$ cat src/rtl/image_proc_pkg.sv
// Shared types for the pixel-pair pipeline: operation codes, FSM states,
// pixel packing and the saturating channel helpers used by pixel_op.
package image_proc_pkg;

    typedef logic [23:0] pix_t;

    typedef enum logic [1:0] {
        MODE_ADD = 2'd0,
        MODE_SUB = 2'd1,
        MODE_INV = 2'd2,
        MODE_THR = 2'd3
    } mode_e;

    typedef enum logic [1:0] {
        ST_IDLE,
        ST_RUN,
        ST_BLANK,
        ST_DRAIN
    } state_e;

    function automatic logic [7:0] sat_add(input logic [7:0] ch, input logic [7:0] v);
        logic [8:0] s;
        s = {1'b0, ch} + {1'b0, v};
        return s[8] ? 8'hFF : s[7:0];
    endfunction

    // The sign bit of the 9-bit difference flags underflow.
    function automatic logic [7:0] sat_sub(input logic [7:0] ch, input logic [7:0] v);
        logic signed [8:0] d;
        d = $signed({1'b0, ch}) - $signed({1'b0, v});
        return d[8] ? 8'h00 : d[7:0];
    endfunction

endpackage

$ cat src/rtl/pixel_op.sv
// Combinational per-pixel operation: brightness add/subtract, invert, or
// mean threshold to black/white, selected at elaboration by MODE.
module pixel_op
    import image_proc_pkg::*;
#(
    parameter int unsigned MODE      = 0,
    parameter int unsigned VALUE     = 100,
    parameter int unsigned THRESHOLD = 90
) (
    input  pix_t pix_i,
    output pix_t pix_o
);

    localparam logic [1:0] MODE_BITS = MODE[1:0];
    localparam mode_e      OP        = mode_e'(MODE_BITS);
    localparam logic [7:0] VAL8      = VALUE[7:0];
    localparam logic [9:0] THR3      = 10'(3 * THRESHOLD);

    logic [9:0] sum;

    assign sum = 10'(pix_i[23:16]) + 10'(pix_i[15:8]) + 10'(pix_i[7:0]);

    always_comb begin
        pix_o = '0;
        case (OP)
            MODE_ADD: begin
                for (int unsigned i = 0; i < 3; i++)
                    pix_o[i*8 +: 8] = sat_add(pix_i[i*8 +: 8], VAL8);
            end
            MODE_SUB: begin
                for (int unsigned i = 0; i < 3; i++)
                    pix_o[i*8 +: 8] = sat_sub(pix_i[i*8 +: 8], VAL8);
            end
            MODE_INV: pix_o = ~pix_i;
            MODE_THR: pix_o = (sum > THR3) ? '1 : '0;
            default:  pix_o = '0;
        endcase
    end

endmodule

$ cat src/rtl/image_pixel_proc.sv
// Frame-sequenced pixel-pair processor: line/frame counting FSM with
// horizontal blanking, and a two-stage (capture, compute) output pipeline.
module image_pixel_proc
    import image_proc_pkg::*;
#(
    parameter int unsigned width_of_image  = 768,
    parameter int unsigned height_of_image = 512,
    parameter int unsigned MODE            = 0,
    parameter int unsigned VALUE           = 100,
    parameter int unsigned THRESHOLD       = 90,
    parameter int unsigned HBLANK          = 4
) (
    input  logic        HCLK,
    input  logic        HRESET,
    input  logic        start,
    input  logic        in_valid,
    output logic        in_ready,
    input  logic [23:0] in_pix0,
    input  logic [23:0] in_pix1,
    output logic        hsync,
    output logic [7:0]  pixel_final_R0,
    output logic [7:0]  pixel_final_G0,
    output logic [7:0]  pixel_final_B0,
    output logic [7:0]  pixel_final_R1,
    output logic [7:0]  pixel_final_G1,
    output logic [7:0]  pixel_final_B1,
    output logic        busy,
    output logic        frame_done
);

    localparam int unsigned COLS  = width_of_image / 2;
    localparam int unsigned COL_W = (COLS > 1) ? $clog2(COLS) : 1;
    localparam int unsigned ROW_W = (height_of_image > 1) ? $clog2(height_of_image) : 1;
    localparam logic [COL_W-1:0] LAST_COL   = COL_W'(COLS - 1);
    localparam logic [ROW_W-1:0] LAST_ROW   = ROW_W'(height_of_image - 1);
    localparam logic [7:0]       LAST_BLANK = 8'(HBLANK - 1);

    state_e           state_q;
    logic [COL_W-1:0] col_q;
    logic [ROW_W-1:0] row_q;
    logic [7:0]       blank_q;
    logic             drain_q;

    logic xfer;
    logic last_pair;

    assign xfer      = in_valid && (state_q == ST_RUN);
    assign last_pair = (col_q == LAST_COL) && (row_q == LAST_ROW);
    assign in_ready  = (state_q == ST_RUN);
    assign busy      = (state_q != ST_IDLE);

    always_ff @(posedge HCLK or posedge HRESET) begin
        if (HRESET) begin
            state_q <= ST_IDLE;
            col_q   <= '0;
            row_q   <= '0;
            blank_q <= '0;
            drain_q <= 1'b0;
        end else begin
            case (state_q)
                ST_IDLE: if (start) state_q <= ST_RUN;
                ST_RUN: begin
                    if (xfer) begin
                        if (col_q == LAST_COL) begin
                            col_q <= '0;
                            if (row_q == LAST_ROW) begin
                                row_q   <= '0;
                                drain_q <= 1'b0;
                                state_q <= ST_DRAIN;
                            end else begin
                                row_q   <= row_q + 1'b1;
                                blank_q <= '0;
                                state_q <= ST_BLANK;
                            end
                        end else begin
                            col_q <= col_q + 1'b1;
                        end
                    end
                end
                ST_BLANK: begin
                    if (blank_q == LAST_BLANK) state_q <= ST_RUN;
                    else                       blank_q <= blank_q + 1'b1;
                end
                ST_DRAIN: begin
                    if (drain_q) state_q <= ST_IDLE;
                    else         drain_q <= 1'b1;
                end
                default: state_q <= ST_IDLE;
            endcase
        end
    end

    logic s1_valid_q, s1_last_q;
    pix_t s1_pix0_q, s1_pix1_q;

    always_ff @(posedge HCLK or posedge HRESET) begin
        if (HRESET) begin
            s1_valid_q <= 1'b0;
            s1_last_q  <= 1'b0;
            s1_pix0_q  <= '0;
            s1_pix1_q  <= '0;
        end else begin
            s1_valid_q <= xfer;
            s1_last_q  <= xfer && last_pair;
            if (xfer) begin
                s1_pix0_q <= in_pix0;
                s1_pix1_q <= in_pix1;
            end
        end
    end

    pix_t op0, op1;

    pixel_op #(.MODE(MODE), .VALUE(VALUE), .THRESHOLD(THRESHOLD)) u_op0 (
        .pix_i (s1_pix0_q),
        .pix_o (op0)
    );

    pixel_op #(.MODE(MODE), .VALUE(VALUE), .THRESHOLD(THRESHOLD)) u_op1 (
        .pix_i (s1_pix1_q),
        .pix_o (op1)
    );

    logic hsync_q, frame_done_q;
    pix_t out0_d, out1_d, out0_q, out1_q;

    // Outputs hold the last processed pair whenever no pair is presented.
    always_comb begin
        out0_d = out0_q;
        out1_d = out1_q;
        if (s1_valid_q) begin
            out0_d = op0;
            out1_d = op1;
        end
    end

    always_ff @(posedge HCLK or posedge HRESET) begin
        if (HRESET) begin
            hsync_q      <= 1'b0;
            frame_done_q <= 1'b0;
            out0_q       <= '0;
            out1_q       <= '0;
        end else begin
            hsync_q      <= s1_valid_q;
            frame_done_q <= s1_valid_q && s1_last_q;
            out0_q       <= out0_d;
            out1_q       <= out1_d;
        end
    end

    assign hsync          = hsync_q;
    assign frame_done     = frame_done_q;
    assign pixel_final_R0 = out0_q[23:16];
    assign pixel_final_G0 = out0_q[15:8];
    assign pixel_final_B0 = out0_q[7:0];
    assign pixel_final_R1 = out1_q[23:16];
    assign pixel_final_G1 = out1_q[15:8];
    assign pixel_final_B1 = out1_q[7:0];

endmodule

$ cat config.mk
export PLATFORM = sky130hd
export DESIGN_NAME = image_pixel_proc
export DESIGN_NICKNAME = d
export VERILOG_FILES = /design/src/rtl/image_proc_pkg.sv /design/src/rtl/pixel_op.sv /design/src/rtl/image_pixel_proc.sv
export SDC_FILE = /design/constraint.sdc
export NUM_CORES = 1
export LEC_CHECK = 0
export ABC_AREA = 1
export BUFFER_PORTS_ARGS = -buffer_cell sky130_fd_sc_hd__buf_2
export CAP_MARGIN = 20
export CELL_PAD_IN_SITES_DETAIL_PLACEMENT = 0
export CELL_PAD_IN_SITES_GLOBAL_PLACEMENT = 1
export CORE_AREA = 2 2 134 104
export DETAILED_ROUTE_END_ITERATION = 8
export DIE_AREA = 0 0 136 106
export PLACE_DENSITY = 0.94
export SYNTH_ARGS = -nofsm -noshare
export SYNTH_HDL_FRONTEND = slang
export SYNTH_SLANG_ARGS = --single-unit
$ cat constraint.sdc
create_clock -name HCLK -period 5.76 [get_ports HCLK]
set_input_delay 0.288 -clock HCLK [delete_from_list [all_inputs] [get_ports HCLK]]
set_output_delay 0.288 -clock HCLK [all_outputs]
set_load 0.03 [all_outputs]
# == Word level (Yosys, flattened, before mapping) ==
# Index checks and enable logic that the tools add are counted.
# word_totals
inputBits,52
out_inout_bits,52
word_cells,73
register_bits,129
# classes
n_addsub,9
eq_ne,14
n_reduce_logical,13
muxes,24
# ops
op,count
two-way mux 8 bit,10
"adder 8 x 7 -> 9 bit, second input constant",6
"adder 9 x 1 -> 9 bit, second input constant",2
"== test 9 bit, second input constant",2
two-way mux 9 bit,2
one-hot mux 8 bit (2 select lines),1
two-way mux 2 bit,5
"inequality test 2 bit, second input constant",5
AND reduction 5 bit,2
"adder 8 x 1 -> 8 bit, second input constant",1
"== test 8 x 2 -> 1 bit, second input constant",1
one-hot mux 2 bit (4 select lines),1
"inequality test 2 x 1 -> 1 bit, second input constant",3
nonzero test 2 bit,3
"== test 2 bit, second input constant",2
logical AND 1 bit,4
two-way mux 1 bit,4
AND reduction 4 bit,1
AND reduction 3 bit,1
"== test 2 x 1 -> 1 bit, second input constant",1
logical NOT 2 bit,1
one-hot mux 1 bit (2 select lines),1
AND reduction 2 bit,1

# == Depth between registers and ports, before layout ==
# Gate-level depths: netlist of run 1.
# depth
ltp_word,5
depth_mapped,12
ltp_nobuf,12

# == Cells and area by module ==
# Synthesis of run 1 repeated with hierarchy kept, for this count alone.
# unflattened
hier_cells,684
hier_area_um2,6104.6
# modules_own_cells
module,cells_each,seq_area_each_um2,area_each_um2,instances
image_pixel_proc,522,3228.1,5286.3,1
pixel_op,81,0.0,409.1,2

# == Least setup slack after synthesis of run 1 ==
# OpenSTA, ideal clock, no wires.
# synth_path
path_type,register to register
startpoint,reg row_q[0]
endpoint,reg blank_q[7]
setup_ps,66
t_arrival_ps,1714
path_buffers,0
slack_ps,3980
period_less_slack_ps,1780
t_required_ps,5694
stages_incl_launch_ff,13
path_cell_list,dfrtp_1 > ha_1 > nand2_1 > nor2_1 > nand2_1 > nor3_1 > ha_1 > clkinv_1 > nand2_1 > nand2_1 > nand2_2 > nand2_1 > nand2_1
# synth_via
elab_chain_len,3
# synth_lines
element,line,source
start: declaration,image_pixel_proc.sv:40,logic [ROW_W-1:0] row_q;
start signal: assignment,image_pixel_proc.sv:71,row_q <= row_q + 1'b1;
== test 9 bit,image_pixel_proc.sv:66,if (row_q == LAST_ROW) begin
inequality test 2 bit (no source line),-,
AND reduction 5 bit (no source line),-,
end signal: assignment,image_pixel_proc.sv:82,else blank_q <= blank_q + 1'b1;
end: declaration,image_pixel_proc.sv:41,logic [7:0] blank_q;
# Every way passes these cells.
# A chain may end at the register's enable or synchronous reset.

# == Worst setup path after layout of run 1 ==
# Same ends and word-level chain as after synthesis.

==> results.tsv, run 1 <==
metric	value	unit
largest cells by area after synthesis	dfrtp_1 (56%), nand2_1 (13%), nor2_1 (5.3%), a31oi_1 (3.2%), o21ai_0 (3.1%)	
grt total ovfl	0	
# Max-Cap Violations	0	
Tmin final	2.10	ns
P&R area growth vs syn	21.6	%
Post-Syn Instances	676	
outcome	completed	
ys flop type	dfrtp_1	
total leakage power	3.46	nW
post-CTS setup buffers	0	
Post-synth EDFFs	0	
Final Cycle Share	0.365	
I/O pins	104	
critical path class	reg2reg	
Worst Path Buf+Inv	1	
RSZ-0062 raised after global routing	false	
FFs w/ async S/R, synth	1.00	
Iter 0 DRT Violations	293	
Most Frequent Cell on Critical Path	nand2_1	
CTS buffer count	17	
Synth cell types	32	
final WL	12800	um
Clock Skew	0.0106	ns
DR DRC count	0	
Met3 Wirelength	591	um
Layout Cells excl Fill	967	
CP Data Required Time	6.12	ns
CTS H-tree depth	4	
Worst R2R Setup Slack	3.66	ns
largest net degree at the start of global routing	79	
Synth top area share	0.559	
number of I/O port buffers	103	
Wirelength per Cell	13.2	um
post-route setup TNS	0	ns
final setup violation count	0	
CP max-delay cell	dfrtp_1	
Worst Tran Pin Value	1.09	ns
area leader, netlist	dfrtp_1	
fin. max-slew vios	0	
filler instances	1287	
worst-case clock buffer depth	2	
HPWL after DPL	8580	um
Ys Warns	0	
CTS tree	done	
metal1 wirelength	6250	um
die area	14400	um^2
Worst Path Max Fanout	10	
commonest cells in the netlist	nand2_1 (203), dfrtp_1 (129), nor2_1 (82)	
Site Rows	37	
Starting Density	0.436	
Largest delay share family, worst path	simple AND/OR/NAND/NOR gates	
core area	13200	um^2
worst skew pair latency	0.42	ns
P per Cell Area	360	nW/um^2
clock root buffer	clkbuf_16	
Setup crit start kind	flip-flop	
Largest stage delay, worst path	0.38	ns
Synth Net Count	738	
DR pass1 iterations	6	
Slew headroom	0.271	
Max VDD drop	0.224	mV
DP Cell Count	935	
fmax	476	MHz
RePlAce Congestion	0.773	
DR vias	4733	
first-pass GRT wire length	21600	um
count leader, synth	nand2_1	
Final ANT Viol Nets	0	
Max Used Layer	met4	
WP data arrival	2.46	ns
clk sinks	129	
Hold Path Class	in2async	
Final Hold Vio Count	0	
initial antenna violation count	0	
Seq/Total Area, Yosys	0.559	
syn avg cell area	8.55	um^2
cts hold-fix bufs	0	
layout cells sized above 1	0.199	
Die X	136	um
Post-Syn Area	5780	um^2
Nets	841	
Tot GR Track Use	0.191	
Seq cells post-synth	129	
number of global-route vias before repair	4553	
Antenna diodes	0	
Die Ht	106	um
crit end category	flip-flop	
CTS resizes	0	
Clock transition at path regs	0.06	ns
crit-path cells	ha_1 > nand2_1 > nor2_1 > nand2_1 > nor3_1 > ha_1 > clkinv_1 > nand2_1 > nand2_1 > nand2_2 > nand2_1 > nand2_1	
vias per inst	4.89	
met2 wire len	5710	um
==> area by class of cell <==
class | instances | area (um^2) | share of cell area
clock buffers | 17 | 425 | 0.0605
clock inverters | 15 | 164 | 0.0233
inverters | 53 | 205 | 0.0292
multi-input cells | 472 | 2250 | 0.320
flip-flops and latches | 129 | 3230 | 0.460
well taps | 175 | 219 | 0.0312
repair buffers | 106 | 538 | 0.0766
==> kinds of logic after synthesis <==
logic type               after synthesis  share of synthesized area
buffers and inverters                 75                     0.0526
XOR/XNOR                              10                     0.0152
adder cells (fa/ha/maj)               10                     0.0217
AND/OR/NAND/NOR                      347                      0.249
flip-flops                           129                      0.559
AO/OA/AOI/OAI                        105                      0.103
==> cell usage in the layout (no fill, tap or decap), types with 4 or more instances in the layout <==
| cell type | count |
|---|---|
| nor3_1 | 6 |
| dfrtp_1 | 128 |
| nor2_1 | 82 |
| buf_2 | 103 |
| nand4_1 | 4 |
| o21ai_0 | 36 |
| ha_1 | 10 |
| o211ai_1 | 6 |
| clkbuf_16 | 17 |
| a21oi_1 | 22 |
| xnor2_1 | 10 |
| nand3b_1 | 5 |
| a31oi_1 | 30 |
| o21ai_1 | 5 |
| inv_1 | 47 |
| nand3_1 | 35 |
| clkinv_4 | 8 |
| nand2_1 | 203 |
==> state kept, by name (all words and copies together) (netlist names) <==
signal      count
hsync           1
drain_q         1
s1_pix0_q      24
row_q           9
blank_q         8
out0_q         24
s1_pix1_q      24
s1_valid_q      1
state_q         2
frame_done      1
col_q           9
s1_last_q       1
out1_q         24
==> worst paths after layout <==
path | start | to | cells past startpoint
worst min-delay path | HRESET | row_q[7] | 2
worst max-delay path | row_q[0] | blank_q[7] | 12
min in group HCLK | in_pix0[4] | s1_pix0_q[4] | 3
worst max register to register | row_q[0] | blank_q[7] | 12
max in group asynchronous | HRESET | s1_valid_q | 3
worst min register to register | drain_q | drain_q | 2
==> per-layer routing <==
layer  vias to the layer above  track usage
li1                       2404            -
met1                      2209        0.264
met2                       100        0.287
met3                        20       0.0544
met4                         0       0.0685
met5                         -            0
==> per-stage QoR <==
step	total power [mW]	util	hold slack, ns	area, um^2	setup WS (ns)
final	2.53	0.531	0.0331	7030	3.66
after global routing	2.65	0.531	0.0363	7030	3.30
after CTS	2.54	0.531	0.0473	7030	3.62
after detailed placement	1.48	0.486	0.455	6440	3.63
after global placement	1.47	0.486	0.449	6440	3.68
after floorplan	1.35	-	0.352	5780	2.03
==> report_power, final <==
group	switching, mW	leakage, nW	total (mW)	internal (mW)
Clock	0.423	0.283	1.06	0.640
Sequential	0.0725	1.52	1.08	1.01
Combinational	0.266	1.66	0.388	0.122
Total	0.761	3.46	2.53	1.77
Note: power is estimated with default switching activity, not from simulation.
==> inputs of run 2 (changes only) <==
CORE_AREA = 2 2 141 108   (was 2 2 134 104)
DIE_AREA = 0 0 143 110   (was 0 0 136 106)
PLACE_DENSITY = 0.88   (was 0.94)
clock period = 2.01 ns   (was 5.76 ns; I/O delays follow)
==> run 2 against run 1 <==
Effect of this change:
- maximum frequency up 14%
- design area up 9.8%
- critical endpoint is now blank_q[6]
- combinational power rose to 3.1 times the previous value
- clock power rose to 3.2 times the previous value
- die area up 9.1%
==> results.tsv, run 2 (synthesized netlist as in run 1, its figures left out) <==
metric	value	unit	change
outcome	completed		
Final Hold Vio Count	0		unchanged
Most Frequent Cell on Critical Path	nand2_1		
commonest non-fill, non-tap cell in the layout	nand2_1		
most frequent cells in the layout	nand2_1 (203), dfrtp_1 (128), buf_2 (103), nor2_1 (81), dlygate4sd3_1 (49)		
Worst R2R Setup Slack	0.17	ns	-3.49 ns
I/O pins	104		unchanged
Worst Tran Pin Value	0.583	ns	-0.508 ns
worst-case clock buffer depth	2		unchanged
initial antenna violation count	0		unchanged
Largest stage delay, worst path	0.39	ns	about the same
CP max-delay cell	dfrtp_1		
CTS buffer count	17		unchanged
DR vias	4887		+3.3%
Site Rows	38		+2.7%
fin. max-slew vios	0		unchanged
Final Util	0.539		+0.00837
Final Cell Area	7710	um^2	+9.8%
Final ANT Viol Nets	0		unchanged
Wirelength per Cell	13.1	um	-1.2%
worst skew pair latency	0.41	ns	about the same
fmax	543	MHz	+14%
Clock transition at path regs	0.06	ns	about the same
Antenna diodes	0		unchanged
RePlAce Congestion	0.775		+0.31%
final WL	13700	um	+7.2%
Final Hold Slack	0.0230	ns	-0.0101 ns
Layout Cells excl Fill	1050		+8.6%
Nets	899		+6.9%
grt total ovfl	0		unchanged
die area	15700	um^2	+9.1%
clk sinks	129		unchanged
post-CTS setup buffers	0		unchanged
crit path capture	blank_q[6]		
clock root buffer	clkbuf_16		
DP Cell Count	969		+3.6%
Slew headroom	0.610		+0.339
DR pass1 iterations	4		-2
first-pass GRT wire length	23100	um	+7.1%
P&R area growth vs syn	33.5	%	
final setup violation count	0		unchanged
reg-to-reg critical path startpoint	row_q[0]		
critical path class	reg2reg		
number of global-route vias before repair	4781		+5.0%
Max VDD drop	0.653	mV	+190%
Tmin final	1.84	ns	-0.262 ns
Hold Path Class	in2reg		
Tot GR Track Use	0.189		-0.00238
CP Data Required Time	2.35	ns	-3.77 ns
largest net degree at the start of global routing	50		-37%
Final Cycle Share	0.916		+0.551
Worst Setup SP	row_q[0]		
number of I/O port buffers	103		unchanged
crit end category	flip-flop		
reg2reg path depth	12		unchanged
Worst Path Max Fanout	8		-2
Worst R2R End	blank_q[6]		
core area	14300	um^2	+8.1%
vias per inst	4.65		-4.9%
Place WS	0.130	ns	-3.50 ns
DP Area	6560	um^2	+1.9%
Setup WS post-layout	0.170	ns	-3.49 ns
Die Ht	110	um	+3.8%
Starting Density	0.404		-0.0327
total leakage power	3.75	nW	+8.3%
crit-path cells	ha_1 > nand2_1 > nor2_2 > nand2_1 > nor3_1 > ha_2 > clkinv_1 > nand2_1 > nand2_1 > nand2_4 > nand2_1 > nand2_1		
Clock Skew	0.00767	ns	-0.00290 ns
P per Cell Area	996	nW/um^2	+180%
CTS H-tree depth	4		unchanged
CTS tree	done		
HPWL after DPL	9060	um	+5.6%
layout cells sized above 1	0.198		-0.00185
Setup crit start kind	flip-flop		
WP data arrival	2.18	ns	-0.28 ns
DR DRC count	0		unchanged
Die X	143	um	+5.1%
Iter 0 DRT Violations	283		-3.4%
# Max-Cap Violations	0		unchanged
## run 2: changes by cell type in the layout (fill, tap and decap cells not counted), moves of 2 or more
cell / before / now
clkinv_4: 8 / 4
bufinv_16: 2 / 5
buf_4: 3 / 10
dlygate4sd3_1: 0 / 49
buf_12: 0 / 2
## run 2: critical path: cells and delay by family, from the launching register on
| family | cells | cell delay [ns] |
|---|---|---|
| buffers and inverters | 1 | 0.08 |
| AND/OR/NAND/NOR | 9 | 0.84 |
| adder cells (fa/ha/maj) | 2 | 0.45 |
| flip-flops | 1 | 0.39 |
## run 2: worst min-delay path by stage
| stage | cells past startpoint | slack [ns] | end | start |
|---|---|---|---|---|
| floorplan | 2 | 0.21 | s1_pix0_q[10] | in_pix0[10] |
| global placement | 2 | 0.22 | s1_pix1_q[16] | HRESET |
| detailed placement | 2 | 0.21 | s1_pix1_q[16] | HRESET |
| CTS | 3 | 0.009 | s1_last_q | in_valid |
| global route | 3 | 0.007 | s1_last_q | in_valid |
| finish | 3 | 0.02 | s1_last_q | in_valid |
## run 2: per-layer routing
layer | track usage | vias to the layer above | share of wire
li1 | - | 2515 | -
met4 | 0.0736 | 0 | 0.015
met5 | 0 | - | 0
met3 | 0.0359 | 16 | 0.036
met2 | 0.294 | 91 | 0.45
met1 | 0.263 | 2265 | 0.50
## run 2: stage by stage
stage               power, mW  setup TNS [ns]
finish                   7.68               0
CTS                      7.72               0
floorplan                3.88               0
global route             8.02         -0.0116
global placement         4.24               0
detailed placement       4.25               0
## run 2: repair_timing
action,in CTS,in global routing
setup endpoints to repair,0,8
resized for setup,0,3
endpoints found under the hold margin,71,0
hold buffers,49,0
## run 2: cell type report
type                       count  area, um^2
clock inverter                13         209
fill                        1281        6600
inverter                      53         206
multi-input combinational    472        2260
timing repair buffer         164        1120
sequential                   129        3230
clock buffer                  19         443
tap                          200         250
## run 2: power breakdown
part | internal [mW] | total [mW] | switching, mW | leakage [nW]
clock network | 2.24 | 3.39 | 1.15 | 0.321
registers | 2.88 | 3.08 | 0.195 | 1.52
logic | 0.425 | 1.21 | 0.782 | 1.91
total | 5.55 | 7.68 | 2.13 | 3.75
==> inputs of run 3 (changes only) <==
GPL_TIMING_DRIVEN = 0   (was unset)
==> run 3 against run 2 <==
Effect of this change:
- clock skew fell by 0.0014 ns
- die area did not move
- critical path depth did not move
- combinational power barely moved
- critical path type unchanged
- first-iteration DRC count rose by 8.1%
- total power fell by 1.3%
- utilization rose by 0.33 points
- register-to-register slack improved by 0.03 ns
==> results.tsv, run 3 (synthesized netlist as in run 1, its figures left out) <==
metric	value	unit	change
Setup WS post-layout	0.196	ns	+0.0268 ns
Final Cycle Share	0.902		-0.0133
Clock Skew	0.00632	ns	-0.00136 ns
Wirelength per Cell	14.1	um	+8.3%
critical path class	reg2reg		
number of global-route vias before repair	5018		+5.0%
Max VDD drop	0.534	mV	-18%
final setup violation count	0		unchanged
# Max-Cap Violations	0		unchanged
CTS buffer count	17		unchanged
DR vias	5076		+3.9%
Starting Density	0.404		unchanged
Hold Path Class	in2reg		
Antenna diodes	0		unchanged
WP data arrival	2.17	ns	about the same
clk sinks	129		unchanged
Tot GR Track Use	0.206		+0.0179
P per Cell Area	977	nW/um^2	-1.9%
DR pass1 iterations	4		unchanged
P&R area growth vs syn	34.3	%	
Clock transition at path regs	0.06	ns	about the same
Worst R2R Setup Slack	0.20	ns	+0.03 ns
die area	15700	um^2	unchanged
Worst Path Max Fanout	10		+2
largest net degree at the start of global routing	40		-20%
HPWL after DPL	10400	um	+15%
final WL	15000	um	+9.7%
Final Hold Slack	0.0414	ns	+0.0185 ns
Nets	914		+1.7%
worst-case clock buffer depth	2		unchanged
CP Data Required Time	2.36	ns	about the same
Site Rows	38		unchanged
Die X	143	um	unchanged
switch share	0.283		+0.00499
Flop pwr share	0.408		+0.007
crit end category	flip-flop		
initial antenna violation count	0		unchanged
total leakage power	3.76	nW	+0.22%
most frequent cells in the layout	nand2_1 (203), dfrtp_1 (129), buf_2 (112), nor2_1 (81), dlygate4sd3_1 (49)		
clock root buffer	clkbuf_16		
Final ANT Viol Nets	0		unchanged
outcome	completed		
RSZ-0062 raised after global routing	false		
RePlAce Congestion	0.807		+4.1%
Final Cell Area	7760	um^2	+0.62%
Iter 0 DRT Violations	306		+8.1%
Final Hold Vio Count	0		unchanged
Place WS	-0.186	ns	-0.316 ns
grt total ovfl	0		unchanged
Setup crit start kind	flip-flop		
vias per inst	4.78		+2.6%
commonest non-fill, non-tap cell in the layout	nand2_1		
first-pass GRT wire length	24900	um	+7.6%
core area	14300	um^2	unchanged
I/O pins	104		unchanged
Worst Tran Pin Value	0.732	ns	+0.148 ns
DR DRC count	0		unchanged
number of I/O port buffers	103		unchanged
DP Area	6610	um^2	+0.69%
Slew headroom	0.512		-0.0982
worst skew pair latency	0.41	ns	about the same
fin. max-slew vios	0		unchanged
layout cells sized above 1	0.198		+0.000499
clock share of power	0.430		-0.012
Tmin final	1.81	ns	-0.0268 ns
Comb power frac	0.162		+0.005
fmax	551	MHz	+1.5%
CTS tree	done		
Net Sw Power	2.14	mW	+0.48%
internal power	5.44	mW	-2.0%
CTS H-tree depth	4		unchanged
Die Ht	110	um	unchanged
## run 3: power by group through the flow
| stage | clock [mW] | combinational, mW | sequential, mW |
|---|---|---|---|
| floorplan | 0 | 0.503 | 3.37 |
| global placement | 0 | 1.13 | 3.13 |
| detailed placement | 0 | 1.16 | 3.13 |
| CTS | 3.29 | 1.24 | 3.09 |
| global route | 3.42 | 1.37 | 3.13 |
| finish | 3.26 | 1.23 | 3.09 |
## run 3: path summary, 6_finish.rpt
kind / from / endpoint / cells after the start
setup / recovery: row_q[1] / blank_q[7] / 12
hold reg to reg: s1_valid_q / hsync / 0
min in group asynchronous: HRESET / state_q[1] / 3
max in group asynchronous: HRESET / s1_pix1_q[14] / 5
hold / removal: in_valid / s1_last_q / 3
setup reg to reg: row_q[1] / blank_q[7] / 12
## run 3: timing repair
| item | 4_1_cts | 5_1_grt |
|---|---|---|
| hold buffers | 49 | 0 |
| endpoints found under the setup margin | 8 | 8 |
| pin swaps | 0 | 3 |
| cloned | 0 | 0 |
| gates resized for setup | 4 | 4 |
| setup buffers | 0 | 2 |
| endpoints found under the hold margin | 64 | 0 |
## run 3: layout make-up
| cell class | instances | area [um^2] |
|---|---|---|
| Fill cell | 1298 | 6550 |
| Inverter | 53 | 211 |
| Timing Repair Buffer | 157 | 1080 |
| Clock inverter | 10 | 160 |
| Tap cell | 200 | 250 |
| Multi-Input combinational cell | 472 | 2270 |
| Sequential cell | 129 | 3230 |
| Clock buffer | 20 | 457 |
| Buffer | 22 | 101 |
## run 3: through the flow
stage	instances	power [mW]	utilization	setup TNS, ns
floorplan	676	3.88	-	0
global placement	979	4.26	0.458	-73.59
detailed placement	982	4.29	0.462	-1.43
CTS	1061	7.62	0.540	0
global route	1063	7.91	0.542	0
finish	1063	7.58	0.542	0
## run 3: worst max-delay path: stages (launching register included)
cell	delay, ns
dfrtp_1	0.41
ha_4	0.17
nand2_1	0.06
nor2_2	0.12
nand2_1	0.09
nor3_2	0.13
ha_2	0.24
clkinv_4	0.10
nand2_1	0.08
nand2_1	0.09
nand2_4	0.15
nand2_1	0.06
nand2_1	0.05
## run 3: per-layer routing
| layer | global-route usage | part of all wire | vias up |
|---|---|---|---|
| li1 | - | - | 2541 |
| met1 | 0.298 | 0.50 | 2375 |
| met2 | 0.310 | 0.43 | 142 |
| met3 | 0.0497 | 0.055 | 18 |
| met4 | 0.0644 | 0.014 | 0 |
| met5 | 0 | 0 | - |
